$ cat src/rtl/date_pkg.sv
// Shared constants and helpers for the streaming YYYY-MM-DD date recogniser.
// The window is packed oldest-first: byte i of the vector is character position i.
package date_pkg;

    localparam logic [7:0] ASCII_DASH = 8'h2D;
    localparam logic [7:0] ASCII_ZERO = 8'h30;
    localparam logic [7:0] ASCII_NINE = 8'h39;
    localparam int         WIN_LEN    = 10;
    localparam int         WIN_W      = WIN_LEN * 8;

    typedef enum logic [1:0] {
        MON_31  = 2'd0,
        MON_30  = 2'd1,
        MON_FEB = 2'd2,
        MON_BAD = 2'd3
    } month_kind_e;

    function automatic logic is_digit(input logic [7:0] c);
        return (c >= ASCII_ZERO) && (c <= ASCII_NINE);
    endfunction

    // Only meaningful for bytes already known to be ASCII digits (low nibble = value).
    function automatic logic [6:0] two_digit(input logic [7:0] hi, input logic [7:0] lo);
        return 7'(hi[3:0]) * 7'd10 + 7'(lo[3:0]);
    endfunction

endpackage

$ cat src/rtl/date_validator.sv
// Purely combinational check that a 10-character window is a real Gregorian
// date: format, month range, day range per month, and the leap-year rule.
module date_validator
    import date_pkg::*;
(
    input  logic [WIN_W-1:0] window_i,
    output logic             ok_o
);

    logic [7:0]         ch [WIN_LEN];
    logic [WIN_LEN-1:0] fmt_ok;

    generate
        for (genvar gi = 0; gi < WIN_LEN; gi++) begin : g_pos
            assign ch[gi] = window_i[8*gi +: 8];
            if (gi == 4 || gi == 7) begin : g_dash
                assign fmt_ok[gi] = (ch[gi] == ASCII_DASH);
            end else begin : g_digit
                assign fmt_ok[gi] = is_digit(ch[gi]);
            end
        end
    endgenerate

    logic [6:0]  year_hi, year_lo, month, day;
    logic        leap;
    month_kind_e kind;
    logic [6:0]  max_day;

    assign year_hi = two_digit(ch[0], ch[1]);
    assign year_lo = two_digit(ch[2], ch[3]);
    assign month   = two_digit(ch[5], ch[6]);
    assign day     = two_digit(ch[8], ch[9]);

    // A century year is leap only when its century number is a multiple of 4.
    assign leap = (year_lo != 7'd0) ? (year_lo[1:0] == 2'b00)
                                    : (year_hi[1:0] == 2'b00);

    always_comb begin
        kind = MON_BAD;
        case (month)
            7'd1, 7'd3, 7'd5, 7'd7, 7'd8, 7'd10, 7'd12: kind = MON_31;
            7'd4, 7'd6, 7'd9, 7'd11:                    kind = MON_30;
            7'd2:                                       kind = MON_FEB;
            default:                                    kind = MON_BAD;
        endcase
    end

    always_comb begin
        max_day = 7'd0;
        case (kind)
            MON_31:  max_day = 7'd31;
            MON_30:  max_day = 7'd30;
            MON_FEB: max_day = leap ? 7'd29 : 7'd28;
            default: max_day = 7'd0;
        endcase
    end

    assign ok_o = (&fmt_ok) && (kind != MON_BAD) && (day != 7'd0) && (day <= max_day);

endmodule

$ cat config.mk
export PLATFORM = sky130hd
export DESIGN_NAME = date_validator
export DESIGN_NICKNAME = d
export VERILOG_FILES = /design/src/rtl/date_pkg.sv /design/src/rtl/date_validator.sv
export SDC_FILE = /design/constraint.sdc
export NUM_CORES = 1
export LEC_CHECK = 0
export CORE_MARGIN = 5
export CORE_UTILIZATION = 35
export DETAILED_ROUTE_END_ITERATION = 6
export GPL_TIMING_DRIVEN = 1
export PLACE_DENSITY = 0.87
export SETUP_SLACK_MARGIN = 0.02
export SLEW_MARGIN = 20
export SYNTH_ARGS = -nofsm -noshare
export SYNTH_HDL_FRONTEND = slang
export SYNTH_SLANG_ARGS = --single-unit
$ cat constraint.sdc
create_clock -name vclk -period 4.82
set_input_delay 0.964 -clock vclk [all_inputs]
set_output_delay 0.964 -clock vclk [all_outputs]
set_load 0.05 [all_outputs]
== Yosys cells after proc, flatten, opt, wreduce, memory -nomap -nowiden ==
Memory sizes are Yosys's and may differ from the RTL's.
Cells that the tools add are included.

* $add $sub $neg: 4
* Multiply operators: 4
* Div/mod/pow operators: 0
* Order comparisons: 17
* Equal/unequal tests: 5
* Shift operators: 0
* Mux-type cells: 4
* Bitwise operators: 0
* Reduce and logical (&&, ||, !) cells: 18

{| class="wikitable"
|+ Operator list
! kind !! count
|-
| $ge 8x6->1 const B || 8
|-
| $le 8x6->1 const B || 8
|-
| $add 7x4->7 || 3
|-
| $mul 4x3->6 const B || 3
|-
| $eq 8x6->1 const B || 2
|-
| $pmux 5 s3 || 1
|-
| $reduce_bool 7->1 || 2
|-
| $logic_and 1x1->1 || 11
|-
| $reduce_and 10->1 || 1
|-
| $le 7x7->1 || 1
|-
| $logic_not 2->1 || 3
|-
| $mul 4x3->1 const B || 1
|-
| $logic_not 3->1 || 1
|-
| $add 2x2->2 || 1
|-
| $eq 2x1->1 const B || 1
|-
| $eq 2x2->1 const B || 1
|-
| $mux 1 || 2
|-
| $mux 2 || 1
|-
| $ne 2x2->1 const B || 1
|}

* Bits in registers: 0
* Bits in latches: 0
* Bits in writable memories: 0
* ROM bits: 32
* Bits of input ports: 80
* Output and inout port bits: 1
* Word-level logic and storage cells: 53
* Memories: 1

{| class="wikitable"
|+ Memory list
! name !! depth !! width !! rd ports !! clocked after memory_dff !! write ports !! line !! text
|-
| (no name shown) || 16 || 2 || 1 || 0 || 0 || date_validator.sv:40 || <nowiki>case (month)</nowiki>
|}

== Logic depth before layout (Yosys ltp) ==
* Word-level depth: 8
* Mapped depth: 15

== Worst setup path before layout ==
No wires, ideal clock.

* Kind: input -> output
* Start: in window_i[41]
* End: out ok_o
* Arrival time: 4.130 ns
* Data required time: 3.856 ns
* Path slack: -0.274 ns
* Stages on the path: 11
* Cell sequence: ha_1 -> ha_1 -> inv_1 -> fa_1 -> nor4b_1 -> o21ai_0 -> ha_1 -> o21a_1 -> o21ai_0 -> a21oi_1 -> nor4_2

* Word-level cells in the longest chain between the ends: 8

{| class="wikitable"
|+ RTL lines
! what !! line !! text
|-
| start: declaration || date_validator.sv:6 || <nowiki>input logic [WIN_W-1:0] window_i,</nowiki>
|-
| $mul 4x3->6 || date_pkg.sv:24 || <nowiki>return 7'(hi[3:0]) * 7'd10 + 7'(lo[3:0]);</nowiki>
|-
| $add 7x4->7 || date_pkg.sv:24 ||
|-
| $mem_v2 16x2 or $logic_not 3->1 (tied branches) || - ||
|-
| $mux 2 || date_validator.sv:40 ||
|-
| $eq 2x2->1, or another cell as far along || date_validator.sv:50 || <nowiki>case (kind)</nowiki>
|-
| $pmux 5 s3 or $logic_and 1x1->1 (tied branches) || date_validator.sv:50, date_validator.sv:58 ||
|-
| $le 7x7->1 or $logic_and 1x1->1 (tied branches) || date_validator.sv:58 || <nowiki>assign ok_o = (&fmt_ok) && (kind != MON_BAD) && (day != 7'd0) && (day <= max_day);</nowiki>
|-
| $logic_and 1x1->1 (*) || date_validator.sv:58 ||
|-
| end: declaration || date_validator.sv:7 || <nowiki>output logic ok_o</nowiki>
|}

Every way passes the cells marked *; elsewhere a longest branch is shown, timed or not.

== Final worst setup path ==
* Start: in window_i[18]
* End: out ok_o

* Word-level cells in the longest chain between the ends: 8

{| class="wikitable"
|+ RTL lines
! what !! line !! text
|-
| $mul 4x3->6 || date_pkg.sv:24 ||
|-
| $add 7x4->7 || date_pkg.sv:24 ||
|-
| $reduce_bool 7->1 || date_validator.sv:35 || <nowiki>assign leap = (year_lo != 7'd0) ? (year_lo[1:0] == 2'b00)</nowiki>
|-
| $mux 1 || date_validator.sv:35 ||
|-
| $mux 1 || date_validator.sv:53 || <nowiki>MON_FEB: max_day = leap ? 7'd29 : 7'd28;</nowiki>
|-
| $pmux 5 s3 || date_validator.sv:50 ||
|-
| $le 7x7->1 || date_validator.sv:58 ||
|-
| $logic_and 1x1->1 (*) || date_validator.sv:58 ||
|}

Marked as above.

==> out/metrics.cfg <==
[floorplan]
io_pins = 81
fp.dieArea_um2 = 4090
die_w_um = 64.0
start_util = 0.367
die_y_um = 64.0
rows = 19
coreArea_um2 = 2780

[routing]
ant_nets = 0
avgRoutedWirePerCell_um = 19.8
route.vias.total = 1439
drt_first_pass_iters = 4
met1_length_mm = 1.76
drt_iter0_drc = 32
wl_met3_um = 480
route.detailed.drc = 0
routed_wl_mm = 4.94
top_layer_used = met4
met2WireLength_mm = 2.57
avgViaCountPerCell = 5.78

[pwr]
internal_power_mw = 0.148
p_per_area_nw_per_um2 = 123
combinationalPowerShare = 1.000
ir_drop_mv = 0.116
share_seq_of_total_power = 0
power.switching_mw = 0.117
p_leak_nw = 0.857
p_sw_frac = 0.442
p_clk_frac = 0

[synthesis]
yosys_warnings = 0
synth_area_leader_cell = ha_1
synth_nets = 234
synth_area_leaders = ha_1 28%, fa_1 12%, o21ai_0 5.4%
yosysMostFrequentCell = ha_1
ys_seq_area_frac = 0
synth_area_um2 = 1020
synth.avg_cell_area_um2 = 8.16
yosys.area.top_type_share = 0.282
synth_cell_types = 37
yosys-top-cells-count = 23 x ha_1, 11 x inv_1, 11 x o21ai_0
netlist_instances = 125

[critical_path]
required_ns = 3.86
critPathCaptureType = output port
worst_ep_arrival_time_ns = 3.85
startpoint = window_i[18]
critical_path_peak_fanout = 2
startpoint_type = input pin
path_class = in2out

[cells_and_area]
fin_nets = 329
drive_above_1_share = 0.225
clockBufferCount = 0
final_util = 0.772
nFlopsAndLatches = 0
diodes = 0
seqCellArea_um2 = 0
area_growth_pct = 111

[sta]
final_hold_viol_count = 0
fin_ws_ns = 0.00774
slew_viol_final = 0
fin_setup_tns_ns = 0
finalCritPeriodShare = 0.998
rsz0062_at_grt = yes
slew_headroom = 0.588
setup_violations = 0
final.min_clock_period_ns = 4.81
max_freq_mhz = 208
worstMarginPinSlew_ns = 0.612

[min_path]
whs_path_depth = 8
holdCritStartpoint = window_i[17]
hp-class = in2out

[global_routing]
grt_max_degree = 6
antenna_found_initial = 0
grt_first_pass_wirelength_mm = 7.60
grt_usage = 0.227
grt_pass1_vias = 1557
grt.overflow.total = 0

[placement]
io_buffers = 81
preCtsSetupSlack_ns = -0.438
gp_congestion = 0.843
detailed_place_hpwl_mm = 3.74

[status]
status = finished, final reports clean

[flow_run]
cap_violations = 0

[placed cells by master (no fill, tap or decap), drive strengths merged, types with 3 or more instances in the layout]
master,Yosys,final
xor2,6,6
nand4b,3,3
a21o,4,4
ha,23,23
o21ai,11,11
nor4b,5,5
nand4,4,4
buf,0,19
xnor2,3,3
nor4,6,6
clkdlybuf4s50,0,70
nand2,5,5
a21oi,7,7
fa,6,6
nor2,7,7
inv,11,11
[critical path: stages]
cell and delay (ns):
clkdlybuf4s15_1 0.20, ha_2 0.21, ha_4 0.15, inv_4 0.04, fa_2 0.37, xor2_2 0.19, and3b_1 0.19, mux2i_1 0.09
o32ai_2 0.30, a211oi_2 0.06, ha_2 0.31, nand3_1 0.08, o22ai_2 0.15, a21oi_2 0.06, nor4_4 0.30, buf_12 0.18
[cell type report]
cell class | count | area (um2)
multi-input cells | 114 | 1170
repair buffers | 93 | 890
fillers | 177 | 634
inverters | 11 | 43.8
well taps | 31 | 38.8
[repair_timing]
| action | 4_1_cts | 5_1_grt |
|---|---|---|
| setup endpoints to repair | 1 | 1 |
| pin swaps | 23 | 13 |
| hold buffers | 0 | 0 |
| setup buffers | 0 | 2 |
| gates resized for setup | 59 | 11 |
[path summary, 6_finish.rpt]
kind	slack, ns	to
min	2.75	ok_o
max	0.008	ok_o
[per-stage QoR]
step / hold slack, ns / cells / instance area, um2 / power [mW]
3_5_place_dp: 2.81 / 247 / 1970 / 0.215
4_1_cts: 2.70 / 247 / 2080 / 0.243
5_1_grt: 2.80 / 249 / 2150 / 0.287
6_report: 2.75 / 249 / 2150 / 0.265
2_1_floorplan: 2.23 / 125 / 1030 / 0.109
3_3_place_gp: 2.79 / 247 / 1970 / 0.203
[kinds of logic (layout without fill, tap and decap cells)]
family / after synthesis / after routing / share of synthesized area
and+or+nand+nor: 44 / 44 / 0.285
AOI/OAI and AO/OA: 31 / 31 / 0.188
adders and majority gates: 29 / 29 / 0.400
buffers and inverters: 11 / 104 / 0.0405
xor gates and xnor gates: 9 / 9 / 0.0773
muxes: 1 / 1 / 0.00982
[power by group through the flow]
stage / clock (mW) / sequential (mW) / combinational (mW)
final: 0 / 0 / 0.265
after global routing: 0 / 0 / 0.287
after detailed placement: 0 / 0 / 0.215
after CTS: 0 / 0 / 0.243
after global placement: 0 / 0 / 0.203
after floorplan: 0 / 0 / 0.109
[routing by layer]
metal  vias up  track usage
li1        667            -
met5         -            0
met1       682        0.243
met2        77        0.428
met4         0       0.0545
met3        13       0.0665
Note: power is estimated with default switching activity, not from simulation.
